===== config.mk =====
export PLATFORM = sky130hd
export DESIGN_NAME = uart_frame_transmitter
export DESIGN_NICKNAME = d
export VERILOG_FILES = /design/src/rtl/uart_frame_transmitter.sv
export SDC_FILE = /design/constraint.sdc
export NUM_CORES = 1
export LEC_CHECK = 0
export BUFFER_PORTS_ARGS = -buffer_cell sky130_fd_sc_hd__clkbuf_2
export CELL_PAD_IN_SITES_DETAIL_PLACEMENT = 1
export CELL_PAD_IN_SITES_GLOBAL_PLACEMENT = 2
export CORE_MARGIN = 2
export CORE_UTILIZATION = 39
export CTS_CLUSTER_DIAMETER = 150
export DETAILED_ROUTE_END_ITERATION = 10
export GPL_TIMING_DRIVEN = 0
export HOLD_SLACK_MARGIN = 0.08
export PLACE_DENSITY_LB_ADDON = 0.2
export SLEW_MARGIN = 10
export SYNTH_ARGS = -nofsm -noshare
export SYNTH_HDL_FRONTEND = slang
export SYNTH_SLANG_ARGS = --single-unit

===== constraint.sdc =====
create_clock -name i_clk -period 2.58 [get_ports i_clk]
set_input_delay 0.516 -clock i_clk [delete_from_list [all_inputs] [get_ports i_clk]]
set_output_delay 0.516 -clock i_clk [all_outputs]
set_load 0.01 [all_outputs]

===== src/rtl/uart_frame_transmitter.sv =====
// uart_frame_transmitter
//
// Serialises bytes from a valid/ready producer onto a single UART line.
// Line format per frame: start(1), 8 data bits LSB first, parity (XOR of
// data), two stop bits (1). The line idles at 0. A one-entry holding buffer
// lets the next byte be queued while a frame is on the line, so consecutive
// frames follow each other with no idle gap.
//
// Ports:
//   i_clk         clock, all logic on the rising edge
//   i_rst         synchronous active-high reset
//   i_data        byte to send, sampled when i_valid && o_ready
//   i_valid       producer offers i_data
//   o_ready       holding buffer is empty
//   o_serial      registered UART line
//   o_busy        a frame is in progress or the buffer holds a byte
//   o_frame_done  one-cycle pulse in the last clk of the second stop bit
//
// Parameters:
//   CLKS_PER_BIT  clk cycles per line bit (1..65535)
//   CNT_W         bit-period counter width, 2**CNT_W > CLKS_PER_BIT

module uart_frame_transmitter #(
   parameter int unsigned CLKS_PER_BIT = 1,
   parameter int unsigned CNT_W        = 16
) (
   input  logic       i_clk,
   input  logic       i_rst,
   input  logic [7:0] i_data,
   input  logic       i_valid,
   output logic       o_ready,
   output logic       o_serial,
   output logic       o_busy,
   output logic       o_frame_done
);

   typedef enum logic [2:0] {
      StIdle,
      StStart,
      StData,
      StParity,
      StStop1,
      StStop2
   } state_e;

   state_e             r_state;
   logic [7:0]         r_buf;
   logic               r_buf_full;
   logic [7:0]         r_shift;
   logic               r_parity;
   logic [CNT_W-1:0]   r_cnt;
   logic [2:0]         r_idx;
   logic               r_serial;
   logic               r_frame_done;

   logic               w_accept;
   logic               w_bit_end;
   logic               w_line;

   // The buffer can only be written while empty, so an accept never collides
   // with the drain of a full buffer into the shift register.
   assign w_accept  = i_valid && !r_buf_full;
   assign w_bit_end = (r_cnt == CNT_W'(CLKS_PER_BIT - 1));

   // Line level for the bit currently being timed by the FSM. It is
   // registered into r_serial, so the line trails the state by one clk.
   always_comb begin
      w_line = 1'b0;
      case (r_state)
         StIdle:   w_line = 1'b0;
         StStart:  w_line = 1'b1;
         StData:   w_line = r_shift[r_idx];
         StParity: w_line = r_parity;
         StStop1:  w_line = 1'b1;
         StStop2:  w_line = 1'b1;
         default:  w_line = 1'b0;
      endcase
   end

   always_ff @(posedge i_clk) begin
      if (i_rst) begin
         r_state      <= StIdle;
         r_buf        <= 8'h00;
         r_buf_full   <= 1'b0;
         r_shift      <= 8'h00;
         r_parity     <= 1'b0;
         r_cnt        <= '0;
         r_idx        <= 3'd0;
         r_serial     <= 1'b0;
         r_frame_done <= 1'b0;
      end else begin
         r_serial     <= w_line;
         // Registered alongside r_serial so the pulse lines up with the last
         // clk of the second stop bit as it appears on the line.
         r_frame_done <= (r_state == StStop2) && w_bit_end;

         if (w_accept) begin
            r_buf      <= i_data;
            r_buf_full <= 1'b1;
         end

         if (r_state == StIdle || w_bit_end) begin
            r_cnt <= '0;
         end else begin
            r_cnt <= r_cnt + CNT_W'(1);
         end

         case (r_state)
            StIdle: begin
               if (r_buf_full) begin
                  r_state    <= StStart;
                  r_shift    <= r_buf;
                  r_parity   <= ^r_buf;
                  r_buf_full <= 1'b0;
               end
            end
            StStart: begin
               if (w_bit_end) begin
                  r_state <= StData;
                  r_idx   <= 3'd0;
               end
            end
            StData: begin
               if (w_bit_end) begin
                  if (r_idx == 3'd7) begin
                     r_state <= StParity;
                     r_idx   <= 3'd0;
                  end else begin
                     r_idx <= r_idx + 3'd1;
                  end
               end
            end
            StParity: begin
               if (w_bit_end) begin
                  r_state <= StStop1;
               end
            end
            StStop1: begin
               if (w_bit_end) begin
                  r_state <= StStop2;
               end
            end
            StStop2: begin
               if (w_bit_end) begin
                  // A queued byte starts immediately: no idle gap between frames.
                  if (r_buf_full) begin
                     r_state    <= StStart;
                     r_shift    <= r_buf;
                     r_parity   <= ^r_buf;
                     r_buf_full <= 1'b0;
                  end else begin
                     r_state <= StIdle;
                  end
               end
            end
            default: r_state <= StIdle;
         endcase
      end
   end

   assign o_ready      = !r_buf_full;
   assign o_serial     = r_serial;
   assign o_busy       = (r_state != StIdle) || r_buf_full;
   assign o_frame_done = r_frame_done;

endmodule


; ---- Yosys cells after proc, flatten, opt, wreduce, memory -nomap -nowiden
; Cells that the tools add are included.
[op_classes]
reduce_logical = 16
n_mux = 26
n_lt_le_gt_ge = 1
addsub = 2
n_eq_ne = 13
[op_table]
columns = cell, count
row1 = $mux W3, 10
row2 = $pmux W3 S6, 1
row3 = $add A16 B1 Y16 const B, 1
row4 = $logic_not A16 Y1, 1
row5 = $mux W8, 2
row6 = $pmux W8 S2, 1
row7 = $ne A2 B2 Y1 const B, 7
row8 = $eq A3 B3 Y1 const B, 3
row9 = $reduce_xor A8 Y1, 1
row10 = $mux W1, 7
row11 = $reduce_and A7 Y1, 1
row12 = $eq A3 B2 Y1 const B, 2
row13 = $pmux W3 S2, 1
row14 = $lt A3 B4 Y1 const B, 1
row15 = $pmux W1 S2, 2
row16 = $reduce_bool A2 Y1, 2
row17 = $add A3 B1 Y3 const B, 1
row18 = $bmux W1 S3, 1
row19 = $eq A3 B1 Y1 const B, 1
row20 = $logic_not A3 Y1, 1
row21 = $pmux W1 S3, 1
row22 = $reduce_and A3 Y1, 1
row23 = $reduce_bool A3 Y1, 1
row24 = $reduce_or A3 Y1, 1
row25 = other kinds (5), 7
[word_totals]
elab_cells = 67
in_bits = 11
regBits = 42

; ---- Longest topological paths before layout
; Gate-level depths: netlist of the first run.
[logic_depth]
word_depth = 6
ltp_mapped = 7
ltp_nobuf = 6

; ---- Worst setup path before layout of the first run
; OpenSTA, ideal clock, no wires.
[synth_timing]
path_type = flip-flop to flip-flop
start = reg r_cnt[7]
end = reg r_parity
n_path_buf = 1
setup_ns = 0.119
required_ns = 2.461
t_arrival_ns = 1.563
path_slack_ns = 0.899
stages_incl_launch_ff = 6
cell_sequence = dfxtp_1 > nor4_2 > nand3_1 > o31a_1 > buf_6 > o221a_1
[synth_via]
elab_chain_len = 3
[synth_lines]
columns = element, line_no
row1 = "start, declared", 51  ; logic [CNT_W-1:0] r_cnt;
row2 = "start signal, assigned", 105  ; r_cnt <= r_cnt + CNT_W'(1);
row3 = $logic_not A16 Y1, 63  ; assign w_bit_end = (r_cnt == CNT_W'(CLKS_PER_BIT - 1));
row4 = $ne A2 B2 Y1 (no line), --
row5 = $reduce_and A2 Y1 (no line), --
row6 = "end signal, assigned", 113  ; r_parity <= ^r_buf;
row7 = "end signal, assigned", 149  ; r_parity <= ^r_buf;
row8 = "end, declared", 50  ; logic r_parity;
; No other way between the ends.
; A chain may end at the register's enable or synchronous reset.

; ---- Worst setup path in the final report of the first run
[layout_timing]
start = reg r_state[1]
end = out o_busy
[layout_via]
elab_chain_len = 2
[layout_lines]
columns = element, line_no
row1 = "start, declared", 46  ; state_e r_state;
row2 = "start signal, assigned", 82  ; r_state <= StIdle;
row3 = "start signal, assigned", 111  ; r_state <= StStart;
row4 = "start signal, assigned", 119  ; r_state <= StData;
row5 = $reduce_bool A3 Y1, 163  ; assign o_busy = (r_state != StIdle) || r_buf_full;
row6 = $logic_or A1 B1 Y1, 163
row7 = "end, declared", 33  ; output logic o_busy,
; No other way between the ends.

==> results of run 1 <==
## critical path, stage by stage, from the launching register on
cell and delay, ns:
dfxtp_1 0.32, clkbuf_1 0.20, nor3_1 0.56, nand2_1 0.11, clkbuf_2 0.14
## power by group through the flow
stage	clock, mW	sequential (mW)	combinational (mW)
after detailed placement	0	0.698	0.161
after CTS	0.456	0.683	0.162
final	0.439	0.683	0.161
after global routing	0.485	0.686	0.182
after global placement	0	0.697	0.160
after floorplan	0	0.695	0.119
## registers in the layout, summed over array words and instances (netlist names)
| name | cells |
|---|---|
| r_buf | 8 |
| r_state | 3 |
| o_frame_done | 1 |
| r_parity | 1 |
| r_idx | 3 |
| o_serial | 1 |
| r_shift | 8 |
| r_buf_full | 1 |
| r_cnt | 16 |
## through the flow
stage                     area (um^2)  power (mW)
final                            2268       1.282
after global routing             2268       1.353
after CTS                        2268       1.302
after detailed placement         2177      0.8597
after global placement           2177      0.8570
after floorplan                  2024      0.8141
## layout by cell type, fill, tap and decap left out, types with 8 or more instances in the layout
cell type  synthesis  final
nor2_1            16     16
mux2i_1            8      8
dfxtp_1           42     42
a21oi_1           21     21
nand4_1            8      8
nand3_1            8      8
clkbuf_2           0     13
nand2_1           43     43
o21ai_0           10     10
xnor2_1           11     11
## per-layer routing
metal	wire length [um]	vias up	part of all wire, %	global-route usage [%]
met4	36	0	0.77	5.455
met1	2499	802	53	25.93
li1	-	876	-	-
met3	144	5	3.1	3.673
met2	2008	21	43	27.41
met5	0	-	0	0
## worst max-delay path by stage
stage | startpoint | end | slack (ns)
2_1_floorplan | r_cnt[7] | r_parity | 0.90
3_3_place_gp | r_cnt[3] | r_cnt[5] | 0.56
3_5_place_dp | r_cnt[7] | r_cnt[9] | 0.57
4_1_cts | r_state[1] | o_busy | 0.42
5_1_grt | r_state[1] | o_busy | 0.22
6_report | r_state[1] | o_busy | 0.45
## kinds of logic after synthesis
group	share of synthesized area [%]
XOR/XNOR	6.489
buffers and inverters	3.275
AND/OR/NAND/NOR	27.26
adder cells (fa/ha/maj)	2.472
AO/OA/AOI/OAI	12.24
multiplexers	6.737
flip-flops	41.53
## synth_stat cells
master	n	share of area, %
nor2_1	16	3.0
and3_1	3	0.93
a21oi_1	21	5.2
nand3_2	1	0.49
nor4_1	2	0.62
or3_4	1	0.56
clkbuf_1	5	0.93
a32o_1	1	0.49
buf_1	2	0.37
nor2b_1	2	0.62
mux4_2	2	2.2
a21o_1	2	0.74
xor2_1	4	1.7
a311o_1	1	0.49
mux2_2	1	0.56
nand2_1	43	8.0
nor4_2	3	1.9
a221oi_1	1	0.43
nor3b_1	3	1.1
o22ai_1	1	0.31
xnor2_1	11	4.8
nand2b_1	4	1.2
and4_1	2	0.87
o221a_1	1	0.56
nand3_1	8	2.0
or4_1	1	0.37
or3_2	1	0.37
nand4_1	8	2.5
nand4b_1	1	0.43
buf_2	2	0.49
o31a_1	1	0.43
o31ai_1	1	0.37
clkinv_1	1	0.19
or3_1	5	1.5
and3_2	1	0.37
a211oi_1	2	0.74
dfxtp_1	42	42
nor3_1	2	0.49
mux2i_1	8	4.0
o21ai_0	10	2.5
buf_6	1	0.56
inv_1	4	0.74
ha_1	4	2.5
## cell type report
class                           instances  share of cell area [%]
Clock inverter                          1                  0.2206
Inverter                                5                  0.8274
Clock buffer                            7                   3.806
Sequential cell                        42                   37.07
Tap cell                               70                   3.861
Multi-Input combinational cell        179                   49.26
Buffer                                 10                   2.096
Timing Repair Buffer                   13                   2.868
==> flow_metrics.py, run 1 <==
metrics = {
    "pwr": {
        "p_int_uw": 952.3,
        "swShare_pct": 25.73,
        "p_clk_share_pct": 34.2,
        "leakage_nw": 0.8206,
        "power.switching_uw": 329.9,
        "p_per_area_nw_per_um2": 565.2,
        "pwr-share-seq_pct": 53.3,
        "p_comb_share_pct": 12.5,
        "ir_worst_vdd_uv": 245.6,
    },
    "drt": {
        "routed_wl_mm": 4.688,
        "viasPerCell": 5.211,
        "firstDrtPassIters": 4,
        "ant_nets": 0,
        "drc": 0,
        "wl_per_cell_um": 14.34,
        "num_vias": 1704,
        "drt_iter0_markers": 78,
    },
    "final_layout": {
        "area_growth_syn_to_layout_pct": 12.05,
        "fill_cells": 634,
        "diodes": 0,
        "multi_input_area_um2": 1117,
        "drive_gt1_share_pct": 12.84,
        "nNetsFinal": 271,
        "final_cells": 327,
        "seqCellArea_um2": 840.8,
        "postLayoutCoreUtil_pct": 44.99,
    },
    "critical_path": {
        "regToRegSetupSlack_ns": 0.59,
        "cp_max_fo": 10,
        "start_kind": "flip-flop",
        "critPathCaptureType": "primary output",
        "cp.arrival_ns": 1.62,
        "required_ns": 2.06,
        "critPathKind": "reg -> out",
        "r2r_cells": 7,
        "r2r-end": "r_cnt[9]",
        "reg2reg_from": "r_cnt[0]",
    },
    "sta": {
        "finalHoldViolCount": 0,
        "relSlewSlack_pct": 58.74,
        "fmax_ghz": 0.4689,
        "rsz0062_at_grt": "no",
        "timing.final.crit_share_pct": 82.66,
        "fin_ws_ns": 0.4473,
        "max_slew.worst_pin.slew_ns": 0.6142,
        "period_minus_slack_ns": 2.133,
        "whs_ns": 0.4424,
        "tns_ns": 0,
        "slew_violations": 0,
        "setup_viol": 0,
        "clock_skew_ns": 0.005782,
    },
    "hold_path": {
        "hp-class": "in -> reg",
        "hold-path-cell-count": 3,
        "worstHoldEndpoint": "r_buf[3]",
        "min-delay-start": "i_data[3]",
    },
    "yosys": {
        "syn-num-nets": 251,
        "ys_ff_latch": 42,
        "avgSynthCellArea_um2": 8.578,
        "synth.distinct_cells": 43,
        "syn_inst": 236,
        "yosys_warnings": 0,
        "syn-cell-area_um2": 2024,
        "ys_seq_area_share_pct": 41.53,
    },
    "cts": {
        "cts_buffers": 5,
        "clock_latency_ns": 0.29,
        "clock-sinks": 42,
        "hold_buffers": 0,
        "cts-root-buf": "clkbuf_8",
        "postCtsResizedCells": 0,
        "cts_max_path_buffers": 2,
        "cts_tree": "yes",
        "clkTransAtPathRegs_ns": 0.08,
        "cts_max_level": 2,
        "post_cts_buffers": 0,
    },
    "placement": {
        "placed_cells": 319,
        "place_ws_ns": 0.5692,
        "dp_hpwl_mm": 3.404,
        "io_buffers": 13,
        "gp_congestion": 0.7151,
    },
    "global_routing": {
        "grt.overflow.total": 0,
        "grt_pass1_wl_mm": 8.473,
        "antenna_found_initial": 0,
        "grt_max_degree": 13,
        "grt_pass1_vias": 1765,
        "grt_use_total_pct": 18.05,
    },
    "die": {
        "die_w_um": 76.05,
        "rows": 26,
        "die-area_um2": 5783,
        "start_util_pct": 40.15,
        "chipHeight_um": 76.05,
        "io_pins": 15,
        "core_um2": 5042,
    },
    "outcome": {
        "status": "completed",
    },
    "run": {
        "maxCapViolCount": 0,
    },
}
No activity file was read; power rests on OpenSTA's default activity.
==> inputs of run 2 (changes only) <==
Settings changed: CORE_UTILIZATION 39 to 36.
Clock period 2.58 ns to 2.2 ns, I/O delays scaled along.
==> flow_metrics.py, run 2 (synthesis gave the netlist of run 1 again) <==
metrics = {
    "outcome": {
        "status": "completed",
    },
    "sta": {
        "tns_ns": 0,
        "max_slew.worst_pin.slew_ns": 0.6000,
        "clock_skew_ns": 0.008108,
        "period_minus_slack_ns": 1.969,
        "finalHoldViolCount": 0,
        "fmax_ghz": 0.5078,
        "slew_violations": 0,
        "rsz0062_at_grt": "no",
        "relSlewSlack_pct": 60.00,
        "timing.final.crit_share_pct": 89.52,
        "whs_ns": 0.3705,
        "setup_viol": 0,
    },
    "global_routing": {
        "grt_use_total_pct": 16.44,
        "grt_max_degree": 13,
        "grt_pass1_wl_mm": 8.135,
        "antenna_found_initial": 0,
        "grt.overflow.total": 0,
        "grt_pass1_vias": 1653,
    },
    "final_layout": {
        "final_cells": 329,
        "diodes": 0,
        "top_regs": "r_cnt: 16 flops, r_buf: 8 flops, r_shift: 8 flops",
        "drive_gt1_share_pct": 13.62,
        "postLayoutCoreUtil_pct": 41.63,
        "nNetsFinal": 271,
        "fill_cells": 690,
        "mostFrequentLayoutCells": "42 x nand2_1, 42 x dfxtp_1, 21 x a21oi_1",
        "multi_input_area_um2": 1125,
        "seqCellArea_um2": 840.8,
        "largest_register": "r_cnt",
        "area_growth_syn_to_layout_pct": 12.55,
        "largest_register_ffs": 16,
    },
    "die": {
        "die-area_um2": 6239,
        "start_util_pct": 36.99,
        "chipHeight_um": 78.99,
        "die_w_um": 78.99,
        "core_um2": 5473,
        "io_pins": 15,
        "rows": 27,
    },
    "run": {
        "maxCapViolCount": 0,
    },
    "cts": {
        "cts_max_level": 2,
        "cts_max_path_buffers": 2,
        "cts-root-buf": "clkbuf_8",
        "hold_buffers": 0,
        "postCtsResizedCells": 0,
        "cts_buffers": 5,
        "clkTransAtPathRegs_ns": 0.08,
        "cts_tree": "yes",
        "clock_latency_ns": 0.29,
        "post_cts_buffers": 0,
        "clock-sinks": 42,
    },
    "critical_path": {
        "slowest_delay_ns": 0.51,
        "crit_chain": "nor4_2 -> nand3_1 -> o31a_1 -> buf_6 -> o221a_1",
        "cp_max_fo": 9,
        "critical-path-top-delay-family": "simple AND/OR/NAND/NOR gates",
        "cp.arrival_ns": 2.16,
        "required_ns": 2.39,
        "critPathKind": "reg -> reg",
        "regToRegSetupSlack_ns": 0.23,
        "r2r_cells": 5,
        "critPathBufInv": 1,
        "start_kind": "flip-flop",
        "slowest_stage": "nor4_2",
        "reg2reg_from": "r_cnt[3]",
        "critPathCaptureType": "flip-flop",
        "r2r-end": "r_parity",
    },
    "pwr": {
        "p_per_area_nw_per_um2": 660.4,
        "leakage_nw": 0.8232,
        "ir_worst_vdd_uv": 311.5,
        "p_total_mw": 1.505,
    },
    "drt": {
        "wl_per_cell_um": 14.29,
        "routed_wl_mm": 4.700,
        "firstDrtPassIters": 4,
        "ant_nets": 0,
        "viasPerCell": 5.131,
        "drt_iter0_markers": 52,
        "drc": 0,
        "num_vias": 1688,
    },
    "placement": {
        "gp_congestion": 0.7350,
        "placed_cells": 321,
        "io_buffers": 13,
        "dp_hpwl_mm": 3.511,
    },
    "hold_path": {
        "hold-path-cell-count": 3,
        "worstHoldEndpoint": "r_buf[4]",
        "min-delay-start": "i_data[4]",
        "hp-class": "in -> reg",
    },
}
==> run 2: tightest hold or removal path, delay by kind of cell <==
family                 cells  cell delay [ns]
buffers and inverters      1             0.08
and+or+nand+nor            1             0.05
AOI/OAI and AO/OA          1             0.05
==> run 2: area by class of cell <==
| type | count | share of cell area (%) |
|---|---|---|
| plain buffers | 10 | 2.087 |
| clock buffers | 7 | 3.789 |
| clock inverters | 1 | 0.2197 |
| inverters | 5 | 0.8237 |
| multi-input cells | 179 | 49.37 |
| flip-flops and latches | 42 | 36.90 |
| well taps | 72 | 3.954 |
| repair buffers | 13 | 2.856 |
==> run 2: worst max-delay path by stage <==
stage                     cells past startpoint  startpoint  slack [ns]       end
after floorplan                               5    r_cnt[7]        0.52  r_parity
after global placement                        5    r_cnt[3]        0.19  r_cnt[7]
after detailed placement                      5    r_cnt[3]        0.16  r_cnt[5]
after CTS                                     4  r_state[1]         0.1    o_busy
after global routing                          7    r_cnt[0]        0.06  r_cnt[3]
final                                         5    r_cnt[3]        0.23  r_parity
==> run 2: routing by layer <==
metal | wire length [um] | GRT usage (%)
met3 | 118 | 3.068
met1 | 2630 | 25.11
met4 | 32 | 4.655
met5 | 0 | 0
met2 | 1918 | 23.39
==> run 2: per-stage QoR <==
stage | cell area (um^2) | worst slack (ns)
final | 2278 | 0.2306
after CTS | 2271 | 0.09622
after global placement | 2180 | 0.1936
after floorplan | 2024 | 0.5187
after global routing | 2278 | 0.06070
after detailed placement | 2180 | 0.1589
==> run 2: report_power, final <==
part | total, mW | switching (mW) | internal [mW] | leakage (nW)
clock | 0.515 | 0.262 | 0.254 | 0.0482
combinational | 0.187 | 0.106 | 0.0808 | 0.434
sequential | 0.802 | 0.0187 | 0.783 | 0.341
